`src/rtl/cv32e40s_zcmp_sequencer.sv`:
```
// Expands one Zcmp push/pop/move instruction into an ordered stream of RV32I words
// for the ID decoder, with first/last flags so the expansion stays atomic.
module cv32e40s_zcmp_sequencer #(
    parameter bit ZCMP_EN = 1'b1
) (
    input  logic        clk,
    input  logic        rst,
    input  logic [31:0] instr_i,
    input  logic        instr_valid_i,
    output logic        instr_ready_o,
    output logic        is_zcmp_o,
    output logic [31:0] seq_instr_o,
    output logic        seq_valid_o,
    input  logic        seq_ready_i,
    output logic        seq_first_o,
    output logic        seq_last_o,
    output logic        seq_active_o,
    input  logic        kill_i
);
    typedef enum logic {S_IDLE, S_ACTIVE} state_t;

    state_t      r_state;
    logic [3:0]  r_step;

    function automatic logic [31:0] enc_i(input logic [11:0] imm, input logic [4:0] rs1,
                                          input logic [2:0] f3, input logic [4:0] rd,
                                          input logic [6:0] op);
        return {imm, rs1, f3, rd, op};
    endfunction

    function automatic logic [31:0] enc_sw(input logic [11:0] imm, input logic [4:0] rs2);
        return {imm[11:5], rs2, 5'd2, 3'b010, imm[4:0], 7'b0100011};
    endfunction

    // s-register index to architectural x-register (s0/s1 are x8/x9, s2.. start at x18)
    function automatic logic [4:0] sreg_x(input logic [3:0] k);
        return (k < 4'd2) ? ({1'b0, k} + 5'd8) : ({1'b0, k} + 5'd16);
    endfunction

    logic [15:0] w_c;
    logic        w_hdr, w_push, w_pop, w_popretz, w_popret, w_pp, w_mvsa, w_mvas, w_zcmp;
    logic        w_illegal;
    logic [3:0]  w_rlist, w_nsreg, w_n, w_lastidx, w_j;
    logic [1:0]  w_spimm;
    logic [6:0]  w_base, w_adj;
    logic [4:0]  w_reg, w_mv_s, w_mv_a;
    logic [11:0] w_off4, w_soff, w_loff, w_adj12;
    logic [31:0] w_word;
    logic        w_fire, w_last, w_unused;

    assign w_c       = instr_i[15:0];
    assign w_unused  = ^instr_i[31:16];
    assign w_hdr     = (w_c[1:0] == 2'b10) && (w_c[15:13] == 3'b101);
    assign w_push    = w_hdr && (w_c[12:8] == 5'b11000);
    assign w_pop     = w_hdr && (w_c[12:8] == 5'b11010);
    assign w_popretz = w_hdr && (w_c[12:8] == 5'b11100);
    assign w_popret  = w_hdr && (w_c[12:8] == 5'b11110);
    assign w_pp      = w_push | w_pop | w_popretz | w_popret;
    assign w_mvsa    = w_hdr && (w_c[12:10] == 3'b011) && (w_c[6:5] == 2'b01);
    assign w_mvas    = w_hdr && (w_c[12:10] == 3'b011) && (w_c[6:5] == 2'b11);
    assign w_zcmp    = w_pp | w_mvsa | w_mvas;

    assign w_rlist   = w_c[7:4];
    assign w_spimm   = w_c[3:2];
    assign w_illegal = (w_pp && (w_rlist < 4'd4)) || (w_mvsa && (w_c[9:7] == w_c[4:2]));

    // rlist 15 carries s10 and s11 together, hence 12 rather than 11
    assign w_nsreg = (w_rlist == 4'd15) ? 4'd12 : (w_rlist - 4'd4);
    assign w_n     = w_nsreg + 4'd1;
    always_comb begin
        w_base = 7'd16;
        case (w_rlist[3:2])
            2'b10:   w_base = 7'd32;
            2'b11:   w_base = (w_rlist == 4'd15) ? 7'd64 : 7'd48;
            default: w_base = 7'd16;
        endcase
    end
    assign w_adj   = w_base + {1'b0, w_spimm, 4'b0000};
    assign w_adj12 = {5'd0, w_adj};

    always_comb begin
        w_lastidx = 4'd0;
        if (w_illegal)          w_lastidx = 4'd0;
        else if (w_push | w_pop) w_lastidx = w_n;
        else if (w_popret)      w_lastidx = w_n + 4'd1;
        else if (w_popretz)     w_lastidx = w_n + 4'd2;
        else if (w_mvsa | w_mvas) w_lastidx = 4'd1;
    end

    // Register order is highest s-register first, ra last
    assign w_reg  = (r_step == w_nsreg) ? 5'd1 : sreg_x(w_nsreg - 4'd1 - r_step);
    assign w_off4 = {6'd0, r_step, 2'b00} + 12'd4;
    assign w_soff = 12'd0 - w_off4;
    assign w_loff = w_adj12 - w_off4;
    assign w_j    = r_step - w_n;
    assign w_mv_s = sreg_x({1'b0, (r_step == 4'd0) ? w_c[9:7] : w_c[4:2]});
    assign w_mv_a = (r_step == 4'd0) ? 5'd10 : 5'd11;

    always_comb begin
        w_word = 32'd0;
        if (w_illegal) begin
            w_word = 32'd0;
        end else if (w_pp) begin
            if (r_step < w_n)
                w_word = w_push ? enc_sw(w_soff, w_reg)
                                : enc_i(w_loff, 5'd2, 3'b010, w_reg, 7'b0000011);
            else if (w_popretz && (w_j == 4'd0))
                w_word = 32'h00000513;
            else if (w_j == {3'b000, w_popretz})
                w_word = enc_i(w_push ? (12'd0 - w_adj12) : w_adj12, 5'd2, 3'b000, 5'd2, 7'b0010011);
            else
                w_word = 32'h00008067;
        end else if (w_mvsa) begin
            w_word = enc_i(12'd0, w_mv_a, 3'b000, w_mv_s, 7'b0010011);
        end else if (w_mvas) begin
            w_word = enc_i(12'd0, w_mv_s, 3'b000, w_mv_a, 7'b0010011);
        end
    end

    generate
        if (ZCMP_EN) begin : g_en
            assign is_zcmp_o     = w_zcmp;
            assign seq_valid_o   = instr_valid_i & w_zcmp & ~kill_i;
            assign seq_instr_o   = w_zcmp ? w_word : 32'd0;
            assign seq_first_o   = (r_step == 4'd0);
            assign w_last        = w_zcmp && (r_step == w_lastidx);
            assign seq_last_o    = w_last;
            assign w_fire        = seq_valid_o & seq_ready_i;
            assign instr_ready_o = w_zcmp ? (w_fire & w_last) : seq_ready_i;
            assign seq_active_o  = (r_state == S_ACTIVE);
        end else begin : g_dis
            assign is_zcmp_o     = 1'b0;
            assign seq_valid_o   = 1'b0;
            assign seq_instr_o   = 32'd0;
            assign seq_first_o   = 1'b1;
            assign w_last        = 1'b0;
            assign seq_last_o    = 1'b0;
            assign w_fire        = 1'b0;
            assign instr_ready_o = seq_ready_i;
            assign seq_active_o  = 1'b0;
        end
    endgenerate

    always_ff @(posedge clk or posedge rst) begin
        if (rst) begin
            r_state <= S_IDLE;
            r_step  <= 4'd0;
        end else if (kill_i) begin
            r_state <= S_IDLE;
            r_step  <= 4'd0;
        end else if (w_fire) begin
            if (w_last) begin
                r_state <= S_IDLE;
                r_step  <= 4'd0;
            end else begin
                r_state <= S_ACTIVE;
                r_step  <= r_step + 4'd1;
            end
        end
    end

endmodule

```
`config.mk`:
```
export PLATFORM = sky130hd
export DESIGN_NAME = cv32e40s_zcmp_sequencer
export DESIGN_NICKNAME = d
export VERILOG_FILES = /design/src/rtl/cv32e40s_zcmp_sequencer.sv
export SDC_FILE = /design/constraint.sdc
export NUM_CORES = 1
export LEC_CHECK = 0
export BUFFER_PORTS_ARGS = -buffer_cell sky130_fd_sc_hd__clkbuf_2
export CORE_MARGIN = 1.5
export CORE_UTILIZATION = 40
export DETAILED_ROUTE_END_ITERATION = 8
export GPL_ROUTABILITY_DRIVEN = 0
export PLACE_DENSITY = 0.67
export SETUP_SLACK_MARGIN = 0.5
export SLEW_MARGIN = 40
export SYNTH_ARGS = -nofsm -noshare
export SYNTH_HDL_FRONTEND = slang
export SYNTH_SLANG_ARGS = --single-unit
```
`constraint.sdc`:
```
create_clock -name clk -period 5.6 [get_ports clk]
set_input_delay 0.56 -clock clk [delete_from_list [all_inputs] [get_ports clk]]
set_output_delay 0.56 -clock clk [all_outputs]
set_load 0.02 [all_outputs]
```
==> metrics, run 1 <==
worst-margin pin slew 0.684 ns; PortBufs 55; GR peak layer met2; total CTS buffers 3; Clk pwr share 0.278; GR Layer Usage met2 0.355; Synth Area in Compound Gates 0.266; starting DRC count in detailed routing 123; asr flop ratio synth 1.00; # DRC 0; Starting Density 0.427; vias in the first global route 2026; worst setup margin 1.28 ns; area of the die 5610 sq um; Setup TNS 0 ns; detailed-route via count 2246; Seq/Total Area, Yosys 0.0605; max_slew headroom 0.541; maximum number of pins on one net before global-route repair 17; drt via density 5.60; final worst-path cycle share 0.772; endpoints failing hold 0; max-slew violation count 0; Clock Root Buffer clkbuf_8; worst-skew pair later-pin latency 0.22 ns; Post-Synth Adder-Cell Area 0.150; Critical Path Fanout Max 15; met1 Track Usage GR 0.322; die height 74.9 um; unrepaired setup endpoints after global routing false; CP max stage delay 0.39 ns; library cells used by synthesis 66; H-Tree Depth 1; Clock Skews 0.00596 ns; post-DP HPWL 4680 um; n_diodes 0; area share of the largest cell type after synthesis 0.121; power share of the sequential group 0.151; Initial DRT Pass Iterations 4; total setup buffers inserted after CTS 0; Post-Synth XOR/XNOR Area 0.0973; nets@finish 394; CP arrival 3.76 ns; layout cells sized above 1 0.225; status complete, no violations; PostCTS Resize Cnt 0; Max-Cap Viols 0; total routed wirelength 5690 um; Crit-path slowest cell fa_1; min Tclk post-route 4.32 ns; synth top area cells ha_1 (12%), dfrtp_1 (6.0%), xnor2_1 (5.9%), nor2_1 (5.4%), nand2_1 (4.5%); DR WL/cell 14.2 um; cts hold-fix bufs 0; Layout area overhead 14.2%; grt ovf 0; Required @ worst endpoint 5.04 ns; Synth area leader ha_1; met3 Use GR 0.0201; CORE AREA 4850 sq um; cell count after synthesis 294; row count 25; Place WS 1.28 ns; yosys warns 0; most common flop cell mapped by yosys dfrtp_1; f_max 231 MHz; Post-synth EDFFs 0; final std cells w/o fill 401; GRT Overall Usage 0.217; CTS sink cnt 5; mapped cell area 2070 sq um; leakage power 1.08 nW; Placed Cells incl. Taps 397; Gate power share 0.571; first-pass GRT wire length 9640 um; largest family of logic cells by synthesized area simple AND/OR/NAND/NOR gates; worst hold path class in2async; Peak supply drop 151 uV; Setup crit start kind input pin; crit end category primary output; switching share of total power 0.408; Post-Synth Simple-Gate Area 0.308; Final setup viols 0; post-synthesis mux area share 0.0193; I/O pins 75; CP cell instances clkbuf_2 > ha_1 > a21boi_2 > inv_1 > ha_1 > fa_1 > nor2b_1 > a21bo_2 > a21boi_0 > o21ai_0 > nor2_1 > nand3_1 > a21oi_1 > clkbuf_2; initial antenna violation count 0; TritonCTS clock tree done; cell with the most instances after synthesis nor2_1; Net Sw Power 0.0980 mW; Worst-path clk slew 0.04 ns; Routed Antenna Nets 0; CTS Buffer Depth 2; worst setup path class in2out; most frequent cells after synthesis nor2_1 (30), nand2_1 (25), inv_1 (22); Yosys reg bits 5; Pwr Density 102 nW/um^2; Power Internal 0.142 mW; Mean Syn Cell Area 7.04 sq um; Die W 74.9 um; Fin Hold WS 0.207 ns
==> stage by stage <==
stage	total power, mW	cell area, sq um	util
3_3_place_gp	0.169	2320	0.478
3_5_place_dp	0.171	2320	0.478
2_1_floorplan	0.139	2080	-
4_1_cts	0.241	2360	0.487
5_1_grt	0.263	2360	0.487
6_report	0.240	2360	0.487
==> cell usage in the layout (no fill, tap or decap), types with 3 or more instances in the layout <==
cell | Yosys | routed
o21ai_0 | 11 | 11
nor3_1 | 10 | 10
a31oi_1 | 7 | 7
inv_1 | 22 | 22
o211ai_1 | 3 | 3
or3_1 | 3 | 3
nand4_1 | 3 | 3
nand2b_1 | 3 | 3
nand2_1 | 25 | 25
ha_1 | 20 | 20
o31ai_1 | 5 | 5
clkbuf_2 | 0 | 55
clkbuf_8 | 0 | 3
nand3_1 | 11 | 11
a211oi_1 | 4 | 4
a21oi_1 | 15 | 15
xnor2_1 | 14 | 14
nor3b_1 | 3 | 3
and2_1 | 4 | 4
nor2b_1 | 6 | 6
conb_1 | 1 | 3
dfrtp_1 | 5 | 5
xor2_1 | 9 | 9
nor2_1 | 30 | 30
mux2i_1 | 4 | 4
==> cells by family after synthesis <==
logic type      after synthesis
flops                         5
buf+inv                      43
mux                           4
fa+ha+maj                    24
xor+xnor                     23
simple gates                119
other cells                   1
compound gates               75
==> layout make-up <==
type                    instances  area, sq um
fillers                       517         2480
inverters                      22         82.6
multi-input cells             248         1750
repair buffers                 55          275
flip-flops and latches          5          125
well taps                      67         83.8
clock buffers                   4         45.0
==> worst paths after layout <==
path	slack, ns	from	depth (start not counted)	to
worst max-delay path	1.28	instr_i[6]	14	seq_instr_o[25]
worst min-delay path	0.21	rst	2	seq_active_o
worst max register to register	3.57	r_step[1]	6	r_step[0]
worst min register to register	0.50	seq_active_o	2	seq_active_o
max in group asynchronous	5.22	rst	2	r_step[3]
min in group clk	0.50	seq_active_o	2	seq_active_o
==> sequential cells by signal, indices dropped and copies added (netlist names) <==
name	flops
r_step	4
seq_active_o	1
==> critical path: cells and delay by family <==
kind / cells / cell delay (ns)
AO/OA/AOI/OAI: 5 / 1.04
adder cells (fa/ha/maj): 3 / 0.94
AND/OR/NAND/NOR: 3 / 0.68
buffers and inverters: 3 / 0.54
==> power by group through the flow <==
stage	clock network (mW)	logic, mW	registers, mW
after floorplan	0	0.103	0.0368
after global placement	0	0.133	0.0368
after detailed placement	0	0.135	0.0368
after CTS	0.0685	0.136	0.0363
after global routing	0.0718	0.155	0.0363
final	0.0667	0.137	0.0363
==> routing by layer <==
layer / wire [um] / vias to the layer above
met5: 0 / -
met3: 332 / 0
met4: 0 / 0
met1: 2760 / 1052
li1: - / 1127
met2: 2600 / 67
Note: power is estimated with default switching activity, not from simulation.
==> run 2: changes to the inputs <==
--- a/config.mk
+++ b/config.mk
@@ -10,7 +10,7 @@
 export CORE_UTILIZATION = 40
 export DETAILED_ROUTE_END_ITERATION = 8
 export GPL_ROUTABILITY_DRIVEN = 0
-export PLACE_DENSITY = 0.67
+export PLACE_DENSITY = 0.69
 export SETUP_SLACK_MARGIN = 0.5
 export SLEW_MARGIN = 40
 export SYNTH_ARGS = -nofsm -noshare
==> constraint.sdc (replaced) <==
create_clock -name clk -period 3.6 [get_ports clk]
set_input_delay 0.36 -clock clk [delete_from_list [all_inputs] [get_ports clk]]
set_output_delay 0.36 -clock clk [all_outputs]
set_load 0.02 [all_outputs]
==> run 2 against run 1 <==
Against the previous run: power is 110% higher; global-route usage rose by 2.6 points; combinational power grew to 2.6 times the previous value; via count increased by 11%; register-to-register slack lost 1.9 ns; design area rose by 37%; non-clock buffer count is 37 higher; critical path type unchanged; largest power group unchanged; highest routed layer is now met4.
==> metrics, run 2 (synthesis gave the netlist of run 1 again) <==
status complete, no violations; min Tclk post-route 3.25 ns; Setup TNS 0 ns; grt ovf 0; Fin Hold WS 0.00487 ns; Initial DRT Pass Iterations 4; worst-skew pair later-pin latency 0.22 ns; worst setup path start instr_i[6]; most frequent cells in the layout clkbuf_2 (34), buf_4 (33), nor2_1 (25), nand2_1 (23), inv_1 (19); unrepaired setup endpoints after global routing true; Final setup viols 0; worst hold path class in2async; total CTS buffers 3; first-pass GRT wire length 10600 um; die height 74.9 um; detailed-route via count 2491; Multi-input gate area 2150 sq um; Crit-path slowest cell fa_2; crit end category primary output; Top delay family on crit path adder cells; Worst-path clk slew 0.04 ns; worst-margin pin slew 0.889 ns; Post-DP Area 2510 sq um; GRT Overall Usage 0.243; Layout area overhead 56.3%; CP cell instances clkbuf_16 > buf_8 > ha_4 > mux2i_2 > ha_2 > fa_2 > ha_4 > inv_4 > o21bai_4 > maj3_2 > a21oi_2 > o21a_4 > buf_8; vias in the first global route 2297; I/O pins 75; area of the die 5610 sq um; DR WL/cell 16.4 um; CP max stage delay 0.59 ns; worst setup path class in2out; # DRC 0; CORE AREA 4850 sq um; Final Cell Area 3240 sq um; FF-to-FF Start r_step[1]; max_slew headroom 0.403; Critical path buffers and inverters 4; FF+latch area 126 sq um; f_max 308 MHz; total routed wirelength 7190 um; initial antenna violation count 0; drt via density 5.69; max-slew violation count 0; starting DRC count in detailed routing 123; Setup crit start kind input pin; TritonCTS clock tree done; Required @ worst endpoint 3.24 ns; final worst-path cycle share 0.903; CTS sink cnt 5; n_diodes 0; Clock Skews 0.00314 ns; Starting Density 0.427; CP arrival 2.89 ns; Critical Path Fanout Max 5; Die W 74.9 um; nets@finish 431; Most flops, register r_step; Peak supply drop 214 uV; leakage power 1.41 nW; endpoints failing hold 0; Routed Antenna Nets 0; H-Tree Depth 1; number of flip-flops in the largest register 4; Pwr Density 159 nW/um^2; row count 25; post-DP HPWL 4910 um; PortBufs 55; cts hold-fix bufs 0; most common cell after layout, fill and taps aside clkbuf_2; fillers 403; Max-Cap Viols 0; Clock Root Buffer clkbuf_8; CTS Buffer Depth 2; maximum number of pins on one net before global-route repair 15; layout cells sized above 1 0.469
[run 2: final timing paths]
check | endpoint | slack (ns) | cells after the start
worst min-delay path | r_step[3] | 0.005 | 2
worst max-delay path | seq_instr_o[30] | 0.35 | 13
worst min register to register | seq_active_o | 0.49 | 2
worst max register to register | r_step[3] | 1.67 | 7
min in group clk | r_step[2] | 0.36 | 2
max in group asynchronous | r_step[0] | 3.42 | 2
[run 2: layer usage]
metal  routed length (um)  track usage  share of wire
met2                 3620        0.431           0.50
met5                    0            0              0
met1                 3070        0.324           0.43
met3                  464       0.0161          0.064
met4                   45       0.0505         0.0063
[run 2: stage by stage]
stage | utilization | instances | setup WS [ns] | power (mW)
CTS | 0.618 | 433 | 0.354 | 0.460
global route | 0.667 | 438 | 0.280 | 0.551
global placement | 0.518 | 413 | 0.144 | 0.281
floorplan | - | 296 | 0.503 | 0.224
detailed placement | 0.518 | 413 | 0.103 | 0.287
finish | 0.667 | 438 | 0.351 | 0.515
[run 2: power breakdown]
| group | total, mW | switching, mW | internal, mW |
|---|---|---|---|
| clock | 0.104 | 0.0282 | 0.0761 |
| combinational | 0.354 | 0.179 | 0.175 |
| sequential | 0.0565 | 0.00000107 | 0.0565 |
| total | 0.515 | 0.207 | 0.307 |
[run 2: what timing repair did]
action,4_1_cts,5_1_grt
buffers inserted,16,5
pin swaps,30,35
setup endpoints to repair,23,24
resized for setup,66,62
[run 2: cell type report]
type,instances,area share
inverters,22,0.0278
flip-flops and latches,5,0.0391
well taps,67,0.0259
multi-input cells,248,0.664
repair buffers,92,0.229
clock buffers,4,0.0139
